File: config.mk
export PLATFORM = sky130hd
export DESIGN_NAME = uart_led_cmd_ctrl
export DESIGN_NICKNAME = d
export VERILOG_FILES = /design/src/rtl/uart_led_pkg.sv /design/src/rtl/uart_led_timeout_cnt.sv /design/src/rtl/uart_led_cmd_ctrl.sv
export SDC_FILE = /design/constraint.sdc
export NUM_CORES = 1
export LEC_CHECK = 0
export CAP_MARGIN = 30
export CORE_MARGIN = 2
export CORE_UTILIZATION = 41
export CTS_BUF_LIST = sky130_fd_sc_hd__clkbuf_16
export DETAILED_ROUTE_END_ITERATION = 8
export HOLD_SLACK_MARGIN = 0.15
export SYNTH_ARGS = -nofsm -noshare
export SYNTH_HDL_FRONTEND = slang
export SYNTH_SLANG_ARGS = --single-unit
export TNS_END_PERCENT = 5
File: constraint.sdc
create_clock -name clk_i -period 2.95 [get_ports clk_i]
set_clock_uncertainty 0.05 [all_clocks]
set_input_delay 0.885 -clock clk_i [delete_from_list [all_inputs] [get_ports clk_i]]
set_output_delay 0.885 -clock clk_i [all_outputs]
set_load 0.05 [all_outputs]
File: src/rtl/uart_led_pkg.sv
// Shared FSM state codes, command opcodes and response bytes for the UART LED command controller.
// Pure declarations: no logic, no latency, no flow control.
package uart_led_pkg;

    typedef logic [2:0] state_t;

    localparam state_t IDLE     = 3'd0;
    localparam state_t OP_LAT   = 3'd1;
    localparam state_t ARG_WAIT = 3'd2;
    localparam state_t ARG_LAT  = 3'd3;
    localparam state_t RESP     = 3'd4;

    localparam logic [7:0] OP_WRITE = 8'h57;
    localparam logic [7:0] OP_SET   = 8'h53;
    localparam logic [7:0] OP_CLR   = 8'h43;
    localparam logic [7:0] OP_TGL   = 8'h54;
    localparam logic [7:0] OP_READ  = 8'h52;

    localparam logic [7:0] RSP_ACK  = 8'h4B;
    localparam logic [7:0] RSP_ERR  = 8'h45;

    function automatic logic is_arg_op(input logic [7:0] op);
        return op inside {OP_WRITE, OP_SET, OP_CLR, OP_TGL};
    endfunction

endpackage

File: src/rtl/uart_led_timeout_cnt.sv
// Argument-wait timer: synchronous clear, count enable, terminal count at TIMEOUT_CYCLES-1.
// tc is combinational from the count register; no backpressure.
module uart_led_timeout_cnt #(
    parameter int unsigned TIMEOUT_CYCLES = 5_000_000,
    parameter int unsigned CW             = $clog2(TIMEOUT_CYCLES)
) (
    input  logic clk,
    input  logic rst,
    input  logic clr,
    input  logic en,
    output logic tc
);

    localparam logic [CW-1:0] TC_VAL = CW'(TIMEOUT_CYCLES - 1);

    logic [CW-1:0] count;

    always_ff @(posedge clk) begin
        if (rst || clr) begin
            count <= '0;
        end else if (en) begin
            count <= count + 1'b1;
        end
    end

    assign tc = (count == TC_VAL);

endmodule

File: src/rtl/uart_led_cmd_ctrl.sv
// Parses W/S/C/T/R command frames from the rx FIFO, updates the LED register and writes one reply byte.
// R replies 2 cycles after the opcode read, W/S/C/T 4 cycles; stalls in RESP while tx is full.
module uart_led_cmd_ctrl
    import uart_led_pkg::*;
#(
    parameter int DATA_WIDTH     = 8,
    parameter int NUM_LEDS       = 4,
    parameter int TIMEOUT_CYCLES = 5_000_000
) (
    input  logic                  clk_i,
    input  logic                  rst_i,
    input  logic                  rx_empty_i,
    output logic                  rx_ren_o,
    input  logic [DATA_WIDTH-1:0] rx_data_i,
    input  logic                  tx_full_i,
    output logic                  tx_wen_o,
    output logic [DATA_WIDTH-1:0] tx_data_o,
    output logic [NUM_LEDS-1:0]   led_o,
    output logic                  busy_o,
    output logic                  err_o
);

    state_t                state;
    logic [DATA_WIDTH-1:0] opcode;
    logic                  resp_err;
    logic                  tmo;
    logic [NUM_LEDS-1:0]   arg;
    logic [DATA_WIDTH-1:0] led_ext;

    uart_led_timeout_cnt #(
        .TIMEOUT_CYCLES (TIMEOUT_CYCLES)
    ) u_timeout (
        .clk (clk_i),
        .rst (rst_i),
        .clr (state == OP_LAT),
        .en  (state == ARG_WAIT),
        .tc  (tmo)
    );

    assign arg = rx_data_i[NUM_LEDS-1:0];

    always_comb begin
        led_ext                 = '0;
        led_ext[NUM_LEDS-1:0]   = led_o;
    end

    // Strobes are gated by reset so a FIFO byte is never popped while the FSM is being cleared.
    assign rx_ren_o = !rst_i && !rx_empty_i && ((state == IDLE) || (state == ARG_WAIT));
    assign tx_wen_o = !rst_i && (state == RESP) && !tx_full_i;
    assign err_o    = tx_wen_o && resp_err;
    assign busy_o   = (state != IDLE);

    always_ff @(posedge clk_i) begin
        if (rst_i) begin
            state     <= IDLE;
            led_o     <= '0;
            tx_data_o <= '0;
            opcode    <= '0;
            resp_err  <= 1'b0;
        end else begin
            case (state)
                IDLE: begin
                    if (!rx_empty_i) state <= OP_LAT;
                end
                OP_LAT: begin
                    opcode <= rx_data_i;
                    if (rx_data_i == OP_READ) begin
                        tx_data_o <= led_ext;
                        resp_err  <= 1'b0;
                        state     <= RESP;
                    end else if (is_arg_op(rx_data_i)) begin
                        state <= ARG_WAIT;
                    end else begin
                        tx_data_o <= RSP_ERR;
                        resp_err  <= 1'b1;
                        state     <= RESP;
                    end
                end
                ARG_WAIT: begin
                    // A byte arriving on the terminal-count cycle still wins over the timeout.
                    if (!rx_empty_i) begin
                        state <= ARG_LAT;
                    end else if (tmo) begin
                        tx_data_o <= RSP_ERR;
                        resp_err  <= 1'b1;
                        state     <= RESP;
                    end
                end
                ARG_LAT: begin
                    case (opcode)
                        OP_WRITE: led_o <= arg;
                        OP_SET:   led_o <= led_o | arg;
                        OP_CLR:   led_o <= led_o & ~arg;
                        default:  led_o <= led_o ^ arg;
                    endcase
                    tx_data_o <= RSP_ACK;
                    resp_err  <= 1'b0;
                    state     <= RESP;
                end
                RESP: begin
                    if (!tx_full_i) state <= IDLE;
                end
                default: state <= IDLE;
            endcase
        end
    end

endmodule

==> results.json, run 1 <==
{
  "outcome": "completed",
  "diodes": 0,
  "whs_endpoint": "tx_data_o[2]",
  "required_ps": 2020,
  "vias": 2030,
  "timing.hold.ws_ps": 446,
  "wire_per_inst_um": 13.7,
  "rsz0062_at_grt": "no",
  "drt_iter0_drc": 133,
  "synth_edf_count": 0,
  "grt_max_degree": 24,
  "viasPerCell": 5.43,
  "die_area_sq_um": 6420,
  "syn_area_per_cell_sq_um": 8.49,
  "reg2reg_to": "resp_err",
  "ys_async_sr_fraction_pct": 0,
  "period_share_pct": 97.7,
  "crit_fanout": 2,
  "place_congestion": 0.752,
  "pin_count": 28,
  "layout.cells.most_common": "dfxtp_1",
  "grt_pass1_vias": 1913,
  "drt_pass1_iterations": 4,
  "slew_headroom_pct": 66.8,
  "cts_tree": "built",
  "drc": 0,
  "cellPowerDensity_nw_per_um2": 445,
  "dp.cells": 369,
  "rows": 27,
  "ys_ff_latch": 44,
  "synthFlopType": "dfxtp_1",
  "gr-usage-met3_pct": 3.03,
  "clockRootBuffer": "clkbuf_16",
  "dp_hpwl_um": 3710,
  "yosys_warnings": 0,
  "start_util_pct": 42.9,
  "clock_path_buffers": 2,
  "layout_min_cycle_time_ps": 2880,
  "peakVddDrop_uv": 216,
  "yosysSeqAreaShare_pct": 37.1,
  "ys_types": 45,
  "grt_usage_pct": 17.4,
  "most-common-layout-cells": "dfxtp_1 (44), nor2_1 (35), clkdlybuf4s50_1 (20)",
  "endpoint_kind": "primary output",
  "finalWirelength_um": 5130,
  "worst_slack_ps": 68.7,
  "nFillCells": 545,
  "netlist_instances": 280,
  "clk_pin_slew_worst_paths_ps": 60,
  "die_width_um": 80.1,
  "drive_above_1_share_pct": 8.94,
  "grt_overflow": 0,
  "insertion_delay_ps": 280,
  "p_leak_nw": 1.01,
  "met1_usage_pct": 22.2,
  "rrSetupSlack_ps": 630,
  "antenna_found_initial": 0,
  "use_met2_pct": 29.7,
  "fmax_mhz": 347,
  "die_y_um": 80.1,
  "critPathLaunchType": "primary input",
  "finalHoldViolCount": 0,
  "final_max_slew_viol_count": 0,
  "grt_most_used_layer": "met2",
  "dp_worst_setup_slack_ps": -55.0,
  "path_class": "primary input to primary output",
  "post-cts-setup-buffers": 0,
  "grt_pass1_wl_um": 8880,
  "cts_made_buffers": 5,
  "worst_ep_arrival_time_ps": 1950,
  "cap_violations": 0,
  "coreArea_sq_um": 5540,
  "rr_worst_depth": 5,
  "tightest_slew_ps": 496,
  "htreeDepth": 2,
  "io_buffers": 24,
  "whs_path_depth": 2,
  "timing.hold.worst.start": "tx_data_o[2]",
  "r2r-start": "u_timeout.count[7]",
  "clock-sinks": 44,
  "layout.nets": 325,
  "totalPowerFinal_mw": 1.28,
  "syn_to_final_growth_pct": 21.3,
  "fin_cells": 374,
  "place_area_sq_um": 2740,
  "hold_path_class": "register to register",
  "syn_area_sq_um": 2380,
  "fin_area_sq_um": 2880,
  "ant_nets": 0,
  "setup_viol": 0
}
==> metrics by stage <==
step                util, %  setup TNS [ps]
CTS                    52.0               0
global placement       49.5            -132
finish                 52.0               0
detailed placement     49.5            -187
global route           52.0               0
floorplan                 -            -459
==> critical path, stage by stage <==
cell	delay, ps
clkdlybuf4s50_1	470
buf_4	170
nor4_2	240
buf_12	180
==> power breakdown <==
group / internal [mW] / switching (mW) / total, mW
Clock: 0.299 / 0.205 / 0.504
Combinational: 0.0670 / 0.0887 / 0.156
Sequential: 0.607 / 0.0159 / 0.623
Total: 0.973 / 0.310 / 1.28
==> area by class of cell <==
class / instances / area, sq um / area share [%]
clock buffer: 5 / 125 / 4.34
inverter: 12 / 45.0 / 1.56
multi-input combinational: 207 / 1400 / 48.5
sequential: 44 / 881 / 30.6
tap: 72 / 90.1 / 3.13
timing repair buffer: 34 / 344 / 11.9
==> registers in the layout, summed over array words and instances, names as in the netlist <==
signal           count
tx_data_o            5
opcode               8
state                3
u_timeout.count     23
resp_err             1
led_o                4
==> cell usage after synthesis (all sizes together) (3+ instances only) <==
cell    number  area, sq um
nand2b       5         31.3
xor2         4         35.0
inv         12         45.0
o21ai        7         35.0
nor4         5         31.3
clkbuf      14         52.6
and2         4         25.0
dfxtp       44          881
or3          8         50.1
a21oi       17         85.1
ha           9          113
nor3         7         35.0
a311oi       4         35.0
xnor2       12          105
and3         7         43.8
nand3        8         40.0
nand3b       4         30.0
nand4        6         37.5
nand2       15         56.3
mux2i       15          150
nor2        35          131
buf          5         38.8
nor3b        4         35.0
a211oi       4         30.0
nor2b        3         18.8
a21o         3         22.5
==> worst max-delay path by stage <==
stage	slack (ps)	depth (start not counted)	start	endpoint
global placement	-50	5	tx_full_i	err_o
detailed placement	-60	6	tx_full_i	resp_err
CTS	50	4	rst_i	rx_ren_o
floorplan	-460	3	tx_full_i	err_o
global route	40	4	rst_i	rx_ren_o
finish	70	4	rst_i	rx_ren_o
==> cells by family (layout without fill, tap and decap cells) <==
kind of cell / count (synthesis) / in the layout / synth area share (%)
xor+xnor: 16 / 16 / 5.90
other cells: 1 / 3 / 0.158
mux: 15 / 15 / 6.32
buf+inv: 31 / 51 / 5.74
fa+ha+maj: 9 / 9 / 4.74
simple gates: 121 / 121 / 27.4
compound gates: 43 / 43 / 12.6
flops: 44 / 44 / 37.1
==> layer usage <==
metal	share of wire (%)	vias up
met5	0	-
met4	1.3	0
met3	2.6	6
met2	49	32
met1	48	962
li1	-	1030
==> repair_timing <==
item | in CTS | in global routing
resized for setup | 4 | 0
setup endpoints to repair | 2 | 0
hold buffers | 0 | 0
No activity file was read; power rests on OpenSTA's default activity.
==> run 2, diff against run 1 <==
- CTS_CLUSTER_SIZE: unset -> 14
==> results of run 2 <==
No change in the layout: final DEF, timing and power equal those of run 1.
==> run 3, diff against run 2 <==
- CORE_UTILIZATION: 41 -> 35
- SYNTH_HIERARCHICAL: unset -> 1
==> results.json, run 3 <==
{
  "synth_edf_count": 0,
  "post-cts-setup-buffers": 0,
  "fin_cells": 414,
  "outcome": "completed",
  "cts_made_buffers": 5,
  "antenna_found_initial": 0,
  "vias": 2126,
  "clockRootBuffer": "clkbuf_16",
  "cellPowerDensity_nw_per_um2": 466,
  "cts-hold-fix-buffers": 0,
  "diodes": 0,
  "layout.cells.most_common": "dfxtp_1",
  "yosys_warnings": 6,
  "place_congestion": 0.754,
  "netlist_instances": 300,
  "critPathLaunchType": "primary input",
  "pin_count": 28,
  "worst_ep_arrival_time_ps": 1910,
  "endpoint_kind": "primary output",
  "grt_overflow": 0,
  "die_area_sq_um": 7820,
  "synthFlopType": "dfxtp_1",
  "ys_ff_latch": 44,
  "path_delay_family": "buffers and inverters",
  "place_area_sq_um": 2820,
  "ctsResizeCount": 0,
  "wire_per_inst_um": 12.7,
  "cap_violations": 0,
  "slew_headroom_pct": 62.6,
  "synth.top_cell.area_share_pct": 35.3,
  "die_y_um": 88.4,
  "largest_reg_flops": 23,
  "path_cells": "clkdlybuf4s50_1 > nor3_2 > and2_1 > buf_12",
  "dp_hpwl_um": 3870,
  "yosysSeqAreaShare_pct": 35.3,
  "final_max_slew_viol_count": 0,
  "drive_above_1_share_pct": 8.18,
  "drc": 0,
  "path_class": "primary input to primary output",
  "ys_types": 56,
  "ant_nets": 0,
  "io_buffers": 24,
  "regMostFlops": "u_timeout/count",
  "layout.nets": 338,
  "p_leak_nw": 0.995,
  "drt_pass1_iterations": 4,
  "fmax_mhz": 351,
  "ys_async_sr_fraction_pct": 0,
  "fin_area_sq_um": 2980,
  "insertion_delay_ps": 280,
  "peakVddDrop_uv": 212,
  "syn_area_sq_um": 2490,
  "required_ps": 2020,
  "clock_path_buffers": 2,
  "viasPerCell": 5.14,
  "start_util_pct": 36.5,
  "critical_path.max_stage_delay_ps": 480,
  "cp_num_buf_inv": 2,
  "clk_pin_slew_worst_paths_ps": 60,
  "crit_fanout": 3,
  "reg.largest.list": "u_timeout/count (23), opcode (8), tx_data_o (5)",
  "slowest_stage": "clkdlybuf4s50_1",
  "grt_pass1_wl_um": 8880,
  "drt_iter0_drc": 52,
  "yosysMostFrequentCell": "dfxtp_1",
  "most-common-layout-cells": "dfxtp_1 (44), nand2_1 (30), a21oi_1 (28)",
  "syn_to_final_growth_pct": 19.7,
  "grt_max_degree": 25,
  "hold_path_class": "register to register",
  "grt_usage_pct": 14.4,
  "dp.cells": 406,
  "grt_pass1_vias": 1982,
  "die_width_um": 88.4,
  "finalWirelength_um": 5250,
  "rows": 30,
  "clock-sinks": 44,
  "layout_min_cycle_time_ps": 2850,
  "finalHoldViolCount": 0,
  "period_share_pct": 96.6,
  "setup_viol": 0,
  "syn_area_per_cell_sq_um": 8.31,
  "tightest_slew_ps": 559,
  "netlist_top_cells_area": "dfxtp_1 (35%), a21oi_1 (5.6%), ha_1 (4.5%)",
  "yosysTopAreaCell": "dfxtp_1",
  "htreeDepth": 2,
  "cts_tree": "built",
  "coreArea_sq_um": 6830,
  "rsz0062_at_grt": "no",
  "synth_common_cells": "dfxtp_1 (44), nand2_1 (30), a21oi_1 (28)"
}
-- run 3: cells by family (layout without fill, tap and decap cells) --
group | count (synthesis) | count (layout) | share of synthesized area, %
AO/OA/AOI/OAI | 59 | 59 | 14.8
XOR/XNOR | 12 | 12 | 4.22
adder cells (fa/ha/maj) | 9 | 9 | 4.52
buffers and inverters | 34 | 50 | 6.62
flip-flops | 44 | 44 | 35.3
multiplexers | 5 | 5 | 2.01
other | 1 | 3 | 0.150
AND/OR/NAND/NOR | 136 | 136 | 32.4
-- run 3: per-layer routing --
| layer | track usage [%] | routed length (um) | up-vias |
|---|---|---|---|
| li1 | - | - | 1108 |
| met1 | 18.1 | 2570 | 983 |
| met2 | 24.2 | 2440 | 28 |
| met3 | 3.08 | 159 | 7 |
| met4 | 5.37 | 84 | 0 |
| met5 | 0 | 0 | - |
-- run 3: where the power goes --
| group | leakage [nW] | switching, mW | internal, mW |
|---|---|---|---|
| logic | 0.554 | 0.0907 | 0.0569 |
| registers | 0.356 | 0.0127 | 0.607 |
| clock network | 0.0850 | 0.229 | 0.395 |
-- run 3: area by class of cell --
class | instances | area [sq um]
multi-input combinational | 224 | 1470
sequential | 44 | 881
clock inverter | 3 | 38.8
clock buffer | 5 | 125
timing repair buffer | 28 | 300
tap | 96 | 120
fill | 675 | 3850
inverter | 14 | 52.6
-- run 3: final timing paths --
path	from	endpoint	slack, ps	cells past startpoint
setup / recovery	rst_i	err_o	100	4
setup reg to reg	state[1]	u_timeout/count[19]	500	6
hold reg to reg	opcode[3]	opcode[3]	410	2
hold / removal	opcode[3]	opcode[3]	410	2
-- run 3: worst min-delay path: stages, from the launching register on --
cell and delay (ps):
dfxtp_1 310, nand2_1 50, a21oi_1 50
-- run 3: stage by stage --
step	utilization, %	power, mW	hold WS (ps)	worst slack (ps)	TNS [ps]
CTS	43.7	1.41	410	80.2	0
global route	43.7	1.45	425	14.5	0
global placement	41.3	0.780	391	79.4	0
detailed placement	41.3	0.782	401	81.0	0
floorplan	-	0.733	382	-87.1	-87.1
finish	43.7	1.39	407	101	0
